File: config.mk
export PLATFORM = sky130hd
export DESIGN_NAME = pr_bridge_ctrl
export DESIGN_NICKNAME = d
export VERILOG_FILES = /design/src/rtl/pr_bridge_pkg.sv /design/src/rtl/pr_addr_decode.sv /design/src/rtl/pr_bridge_ctrl.sv
export SDC_FILE = /design/constraint.sdc
export NUM_CORES = 1
export LEC_CHECK = 0
export ABC_AREA = 1
export CORE_AREA = 2 2 123 125
export CTS_CLUSTER_SIZE = 24
export DETAILED_ROUTE_END_ITERATION = 7
export DIE_AREA = 0 0 125 127
export GPL_TIMING_DRIVEN = 0
export PLACE_DENSITY_LB_ADDON = 0.05
export SKIP_CTS_REPAIR_TIMING = 1
export SLEW_MARGIN = 5
export SYNTH_ARGS = -nofsm -noshare
export SYNTH_HDL_FRONTEND = slang
export SYNTH_SLANG_ARGS = --single-unit
export TNS_END_PERCENT = 100
File: constraint.sdc
create_clock -name clk -period 2.7 [get_ports clk]
set_input_delay 0.27 -clock clk [delete_from_list [all_inputs] [get_ports clk]]
set_output_delay 0.27 -clock clk [all_outputs]
set_load 0.02 [all_outputs]
File: src/rtl/pr_bridge_pkg.sv
// Shared types and defaults for the peripheral bridge (pr_bridge_ctrl).
// Optional macro PR_BRIDGE_IRQ_SYNC_EN is consumed by the top module.
package pr_bridge_pkg;

    typedef enum logic [1:0] {
        IDLE = 2'd0,
        BUSY = 2'd1,
        DONE = 2'd2
    } state_e;

    localparam logic [31:0] DEF_DEV0_BASE       = 32'h0000_7F00;
    localparam logic [31:0] DEF_DEV1_BASE       = 32'h0000_7F10;
    localparam int unsigned DEF_DEV_SPAN        = 12;
    localparam int unsigned DEF_TIMEOUT_CYCLES  = 16;
    localparam int unsigned HWINT_W             = 6;

    // Offset form avoids wrap-around when base+span crosses the top of the space.
    function automatic logic in_window(input logic [31:0] addr,
                                       input logic [31:0] base,
                                       input int unsigned span);
        return (addr >= base) && ((addr - base) < span);
    endfunction

endpackage

File: src/rtl/pr_addr_decode.sv
// Combinational address decode: PrAddr -> {hit1, hit0} for the two timer windows.
module pr_addr_decode
    import pr_bridge_pkg::*;
#(
    parameter logic [31:0] DEV0_BASE = DEF_DEV0_BASE,
    parameter logic [31:0] DEV1_BASE = DEF_DEV1_BASE,
    parameter int unsigned DEV_SPAN  = DEF_DEV_SPAN
) (
    input  logic [31:0] PrAddr,
    output logic [1:0]  hit
);

    always_comb begin
        hit    = '0;
        hit[0] = in_window(PrAddr, DEV0_BASE, DEV_SPAN);
        hit[1] = in_window(PrAddr, DEV1_BASE, DEV_SPAN);
    end

endmodule

File: src/rtl/pr_bridge_ctrl.sv
// Memory-stage bridge to timer0/timer1: req/ack sequencing, stall, timeout, HWInt.
// Define PR_BRIDGE_IRQ_SYNC_EN to pass irq through a 2-flop synchronizer.
module pr_bridge_ctrl
    import pr_bridge_pkg::*;
#(
    parameter logic [31:0] DEV0_BASE      = DEF_DEV0_BASE,
    parameter logic [31:0] DEV1_BASE      = DEF_DEV1_BASE,
    parameter int unsigned DEV_SPAN       = DEF_DEV_SPAN,
    parameter int unsigned TIMEOUT_CYCLES = DEF_TIMEOUT_CYCLES
) (
    input  logic                clk,
    input  logic                reset,
    input  logic [31:0]         PrAddr,
    input  logic [31:0]         PrWD,
    input  logic                PrWE,
    input  logic                PrRE,
    input  logic                IntReq,
    output logic [31:0]         PrRD,
    output logic                stall,
    output logic                bus_err,
    output logic [1:0]          dev_sel,
    output logic                dev_req,
    output logic                dev_we,
    output logic [1:0]          dev_addr,
    output logic [31:0]         dev_wd,
    input  logic [1:0]          dev_ack,
    input  logic [31:0]         dev_rd0,
    input  logic [31:0]         dev_rd1,
    input  logic [1:0]          irq,
    output logic [HWINT_W-1:0]  HWInt
);

    localparam int unsigned        CNT_W    = $clog2(TIMEOUT_CYCLES);
    localparam logic [CNT_W-1:0]   CNT_LAST = CNT_W'(TIMEOUT_CYCLES - 1);

    logic [1:0]       hit;
    logic             go;
    logic             ack_hit;
    logic [31:0]      rd_sel;

    state_e           state_q, state_d;
    logic [CNT_W-1:0] cnt_q, cnt_d;
    logic [31:0]      PrRD_q, PrRD_d;
    logic             bus_err_q, bus_err_d;
    logic [1:0]       dev_sel_q, dev_sel_d;
    logic             dev_req_q, dev_req_d;
    logic             dev_we_q, dev_we_d;
    logic [1:0]       dev_addr_q, dev_addr_d;
    logic [31:0]      dev_wd_q, dev_wd_d;

    pr_addr_decode #(
        .DEV0_BASE (DEV0_BASE),
        .DEV1_BASE (DEV1_BASE),
        .DEV_SPAN  (DEV_SPAN)
    ) u_decode (
        .PrAddr (PrAddr),
        .hit    (hit)
    );

    assign go      = (PrWE | PrRE) & (|hit) & ~IntReq;
    // Only the device latched into dev_sel may complete the access.
    assign ack_hit = |(dev_ack & dev_sel_q);
    assign rd_sel  = dev_sel_q[1] ? dev_rd1 : dev_rd0;

    always_comb begin
        state_d    = state_q;
        cnt_d      = cnt_q;
        PrRD_d     = PrRD_q;
        bus_err_d  = bus_err_q;
        dev_sel_d  = dev_sel_q;
        dev_req_d  = dev_req_q;
        dev_we_d   = dev_we_q;
        dev_addr_d = dev_addr_q;
        dev_wd_d   = dev_wd_q;
        stall      = 1'b0;

        case (state_q)
            IDLE: begin
                if (go) begin
                    stall      = 1'b1;
                    dev_sel_d  = hit;
                    dev_we_d   = PrWE;
                    dev_addr_d = PrAddr[3:2];
                    dev_wd_d   = PrWD;
                    dev_req_d  = 1'b1;
                    cnt_d      = '0;
                    state_d    = BUSY;
                end
            end
            BUSY: begin
                stall = 1'b1;
                // Ack takes priority over a timeout landing in the same cycle.
                if (ack_hit) begin
                    if (!dev_we_q) begin
                        PrRD_d = rd_sel;
                    end
                    dev_req_d = 1'b0;
                    state_d   = DONE;
                end else if (cnt_q == CNT_LAST) begin
                    dev_req_d = 1'b0;
                    PrRD_d    = '0;
                    bus_err_d = 1'b1;
                    state_d   = DONE;
                end else begin
                    cnt_d = cnt_q + CNT_W'(1);
                end
            end
            DONE: begin
                bus_err_d = 1'b0;
                state_d   = IDLE;
            end
            default: begin
                state_d = IDLE;
            end
        endcase
    end

    always_ff @(posedge clk or posedge reset) begin
        if (reset) begin
            state_q    <= IDLE;
            cnt_q      <= '0;
            PrRD_q     <= '0;
            bus_err_q  <= 1'b0;
            dev_sel_q  <= '0;
            dev_req_q  <= 1'b0;
            dev_we_q   <= 1'b0;
            dev_addr_q <= '0;
            dev_wd_q   <= '0;
        end else begin
            state_q    <= state_d;
            cnt_q      <= cnt_d;
            PrRD_q     <= PrRD_d;
            bus_err_q  <= bus_err_d;
            dev_sel_q  <= dev_sel_d;
            dev_req_q  <= dev_req_d;
            dev_we_q   <= dev_we_d;
            dev_addr_q <= dev_addr_d;
            dev_wd_q   <= dev_wd_d;
        end
    end

    assign PrRD     = PrRD_q;
    assign bus_err  = bus_err_q;
    assign dev_sel  = dev_sel_q;
    assign dev_req  = dev_req_q;
    assign dev_we   = dev_we_q;
    assign dev_addr = dev_addr_q;
    assign dev_wd   = dev_wd_q;

`ifdef PR_BRIDGE_IRQ_SYNC_EN
    logic [1:0] irq_s1_q, irq_s1_d;
    logic [1:0] irq_s2_q, irq_s2_d;

    always_comb begin
        irq_s1_d = irq;
        irq_s2_d = irq_s1_q;
    end

    always_ff @(posedge clk or posedge reset) begin
        if (reset) begin
            irq_s1_q <= '0;
            irq_s2_q <= '0;
        end else begin
            irq_s1_q <= irq_s1_d;
            irq_s2_q <= irq_s2_d;
        end
    end

    assign HWInt = {{(HWINT_W-2){1'b0}}, irq_s2_q};
`else
    assign HWInt = {{(HWINT_W-2){1'b0}}, irq};
`endif

endmodule
==> summary.md <==
| Metric | Value |
|---|---|
| Num CTS Buffers | 9 |
| Clock skew | 0.00840 ns |
| RSZ-0062 raised after global routing | yes |
| Cell area after synthesis | 5000 um2 |
| Worst VDD drop | 0.000229 V |
| Dpl hpwl | 14100 um |
| Cell Count, Final, Fillers Out | 1152 |
| Critical path data arrival time | 2.36 ns |
| Yosys warns | 0 |
| Die Width | 125 um |
| Row cnt | 44 |
| Antenna-violating nets left | 0 |
| Antenna violations before repair | 0 |
| Placer Congestion | 0.875 |
| Worst R2R Path Depth | 6 |
| Die height | 127 um |
| Pins Over Slew Limit | 0 |
| Fin crit share | 0.975 |
| IO buf count | 206 |
| Clock transition at the registers of the reported paths | 0.06 ns |
| Worst slew pin tran | 0.634 ns |
| Sequential-to-total area share from yosys stat | 0.385 |
| Vias in the first global route | 5503 |
| Final Hold Viols | 0 |
| Sw Pwr | 0.000671 W |
| Diodes inserted | 0 |
| Worst Path Required | 2.43 ns |
| Crit path cell chain | dlymetal6s2s_1 > nor2_4 > nand2_2 > nor2_4 > nand2_2 > o21ai_1 > o21ai_0 > nor2_1 > nand2_1 > nor2_1 > nand2_1 > nand2_1 > nand2_1 > a21oi_2 > buf_6 |
| Largest net degree at the start of global routing | 55 |
| Register share of total power | 0.412 |
| 1st-pass router iterations | 5 |
| First-pass GRT wire length | 28000 um |
| Tmin final | 2.63 ns |
| Critical path type | in2out |
| Part of the power in the clock network | 0.433 |
| Hold Crit Class | in2async |
| Synth-to-Final Area Change | 57.3% |
| GRT Total Usage | 0.217 |
| Final setup viols | 0 |
| Starting Density | 0.347 |
| #FFs+latches synth | 77 |
| Slew headroom | 0.576 |
| Cells after Synth | 734 |
| Layout cell share with drive strength beyond 1 | 0.0878 |
| Synth unique cells | 33 |
| Max Cap Viol | 0 |
| EDFF count, synth | 0 |
| Critical Path Most Common Cell | nand2_1 |
| Final WL | 17800 um |
| Top_reg_cell synth | dfrtp_1 |
| Initial DRC Count | 254 |
| Placed insts | 1128 |
| P per Cell Area | 356 nW/um2 |
| Register Area | 1930 um2 |
| P_leak | 4.03 nW |
| H-tree level count | 3 |
| WL per Instance | 15.4 um |
| CTS tree | yes |
| Total Nets Final | 1101 |
| Syn_area_per_cell | 6.81 um2 |
| I/O pin cnt | 215 |
| Crit path largest cell delay | 0.23 ns |
| Power Total | 0.00280 W |
| Fmax | 380 MHz |
| Grt total ovfl | 0 |
| Reg2Reg Setup Slack | 0.50 ns |
| Footprint of the multi-input gates | 2630 um2 |
| Area of the die | 15900 um2 |
| Clock Path Buffers | 2 |
| Sw Ratio | 0.240 |
| Worst-skew pair later-pin latency | 0.33 ns |
| CP max FO | 6 |
| Fillcell total | 1406 |
| P_int | 0.00213 W |
| Slowest cell on crit path | nor2_4 |
| Core Region | 14400 um2 |
| DRC viols | 0 |
| Root buffer cell | clkbuf_16 |
| Result of the run | complete, no violations |
| Fraction of registers with async set/reset | 1.00 |
| Critical Path Start Type | input port |
| Core Util, Final | 0.545 |
| Via-to-Cell Ratio | 4.86 |
| Comb pwr share | 0.155 |
| Sink Count | 77 |
| Vias | 5595 |
| Setup crit end kind | primary output |
cell families after synthesis:
kind of cell    Yosys count  share of synthesized area
simple gates            478                      0.416
buf+inv                 123                      0.109
other cells               1                   0.000750
flops                    77                      0.385
xor+xnor                  6                     0.0105
compound gates           48                     0.0758
fa+ha+maj                 1                    0.00250
cell usage after synthesis (all sizes together), types with 5 or more instances:
master    n  area share
o32ai    32       0.056
nand4    48       0.060
o21ai     6      0.0060
nand3    41       0.046
nor2    137        0.11
clkbuf   20       0.015
nand3b    5      0.0075
inv      85       0.064
xor2      6       0.011
dfrtp    77        0.39
buf      17       0.028
a21oi     6      0.0068
nand2   244        0.19
layout make-up:
type	count	area share
inverter	86	0.0420
clock buffer	12	0.0313
tap	184	0.0293
sequential	77	0.245
timing repair buffer	214	0.281
buffer	37	0.0293
multi-input combinational	538	0.335
clock inverter	4	0.00716
final timing paths:
kind,from,end
hold reg to reg,dev_wd[2]$_DFFE_PP0P_,dev_wd[2]$_DFFE_PP0P_
max in group asynchronous,reset,PrRD[20]$_DFFE_PP0P_
hold / removal,reset,PrRD[29]$_DFFE_PP0P_
setup reg to reg,dev_sel[1]$_DFFE_PP0P_,PrRD[31]$_DFFE_PP0P_
setup / recovery,PrAddr[15],stall
min in group clk,dev_wd[2]$_DFFE_PP0P_,dev_wd[2]$_DFFE_PP0P_
sequential cells by signal, summed over array words and instances, names as in the netlist:
register / flops
PrRD: 32
bus_err: 1
cnt_q: 4
dev_addr: 2
dev_req: 1
dev_sel: 2
dev_wd: 32
dev_we: 1
state_q: 2
cells in the final DEF (no fill, tap or decap), types with 7 or more instances in the layout:
master / netlist / final
nor2_2: 6 / 10
inv_1: 83 / 80
dlymetal6s2s_1: 0 / 21
dfrtp_1: 77 / 77
o32ai_1: 32 / 32
buf_6: 5 / 7
buf_4: 10 / 15
nor2_4: 3 / 7
nor2_1: 128 / 121
clkbuf_1: 20 / 22
nand2_1: 237 / 235
nand3_1: 38 / 34
nand4_1: 48 / 48
nand2_2: 6 / 8
clkbuf_16: 0 / 9
clkdlybuf4s50_1: 0 / 184
layer usage:
layer | wire length (um) | share of wire | track usage
met5 | 0 | 0 | 0
met4 | 306 | 0.017 | 0.0582
met3 | 1230 | 0.069 | 0.0503
met2 | 8040 | 0.45 | 0.357
met1 | 8210 | 0.46 | 0.289
power by group through the flow:
stage / Clock, W / Sequential, W / Combinational, W
final: 0.00121 / 0.00115 / 0.000434
after detailed placement: 0 / 0.00118 / 0.000419
after global placement: 0 / 0.00118 / 0.000412
after CTS: 0.00125 / 0.00115 / 0.000422
after floorplan: 0 / 0.00118 / 0.000153
after global routing: 0.00131 / 0.00115 / 0.000473
through the flow:
step | setup WS (ns) | TNS (ns) | cell area (um2) | hold slack (ns)
finish | 0.0681 | 0 | 7860 | 0.256
global route | -0.0965 | -0.0965 | 7860 | 0.277
CTS | -0.746 | -0.746 | 7640 | 0.261
detailed placement | -0.725 | -12.35 | 7330 | 0.459
global placement | -0.863 | -86.04 | 7300 | 0.455
floorplan | 0.463 | 0 | 5010 | 0.419
worst max-delay path, delay by kind of cell:
family	cells	cell delay, ns
buffers and inverters	2	0.35
AOI/OAI and AO/OA	3	0.50
and+or+nand+nor	10	1.24
Note: power is estimated with default switching activity, not from simulation.
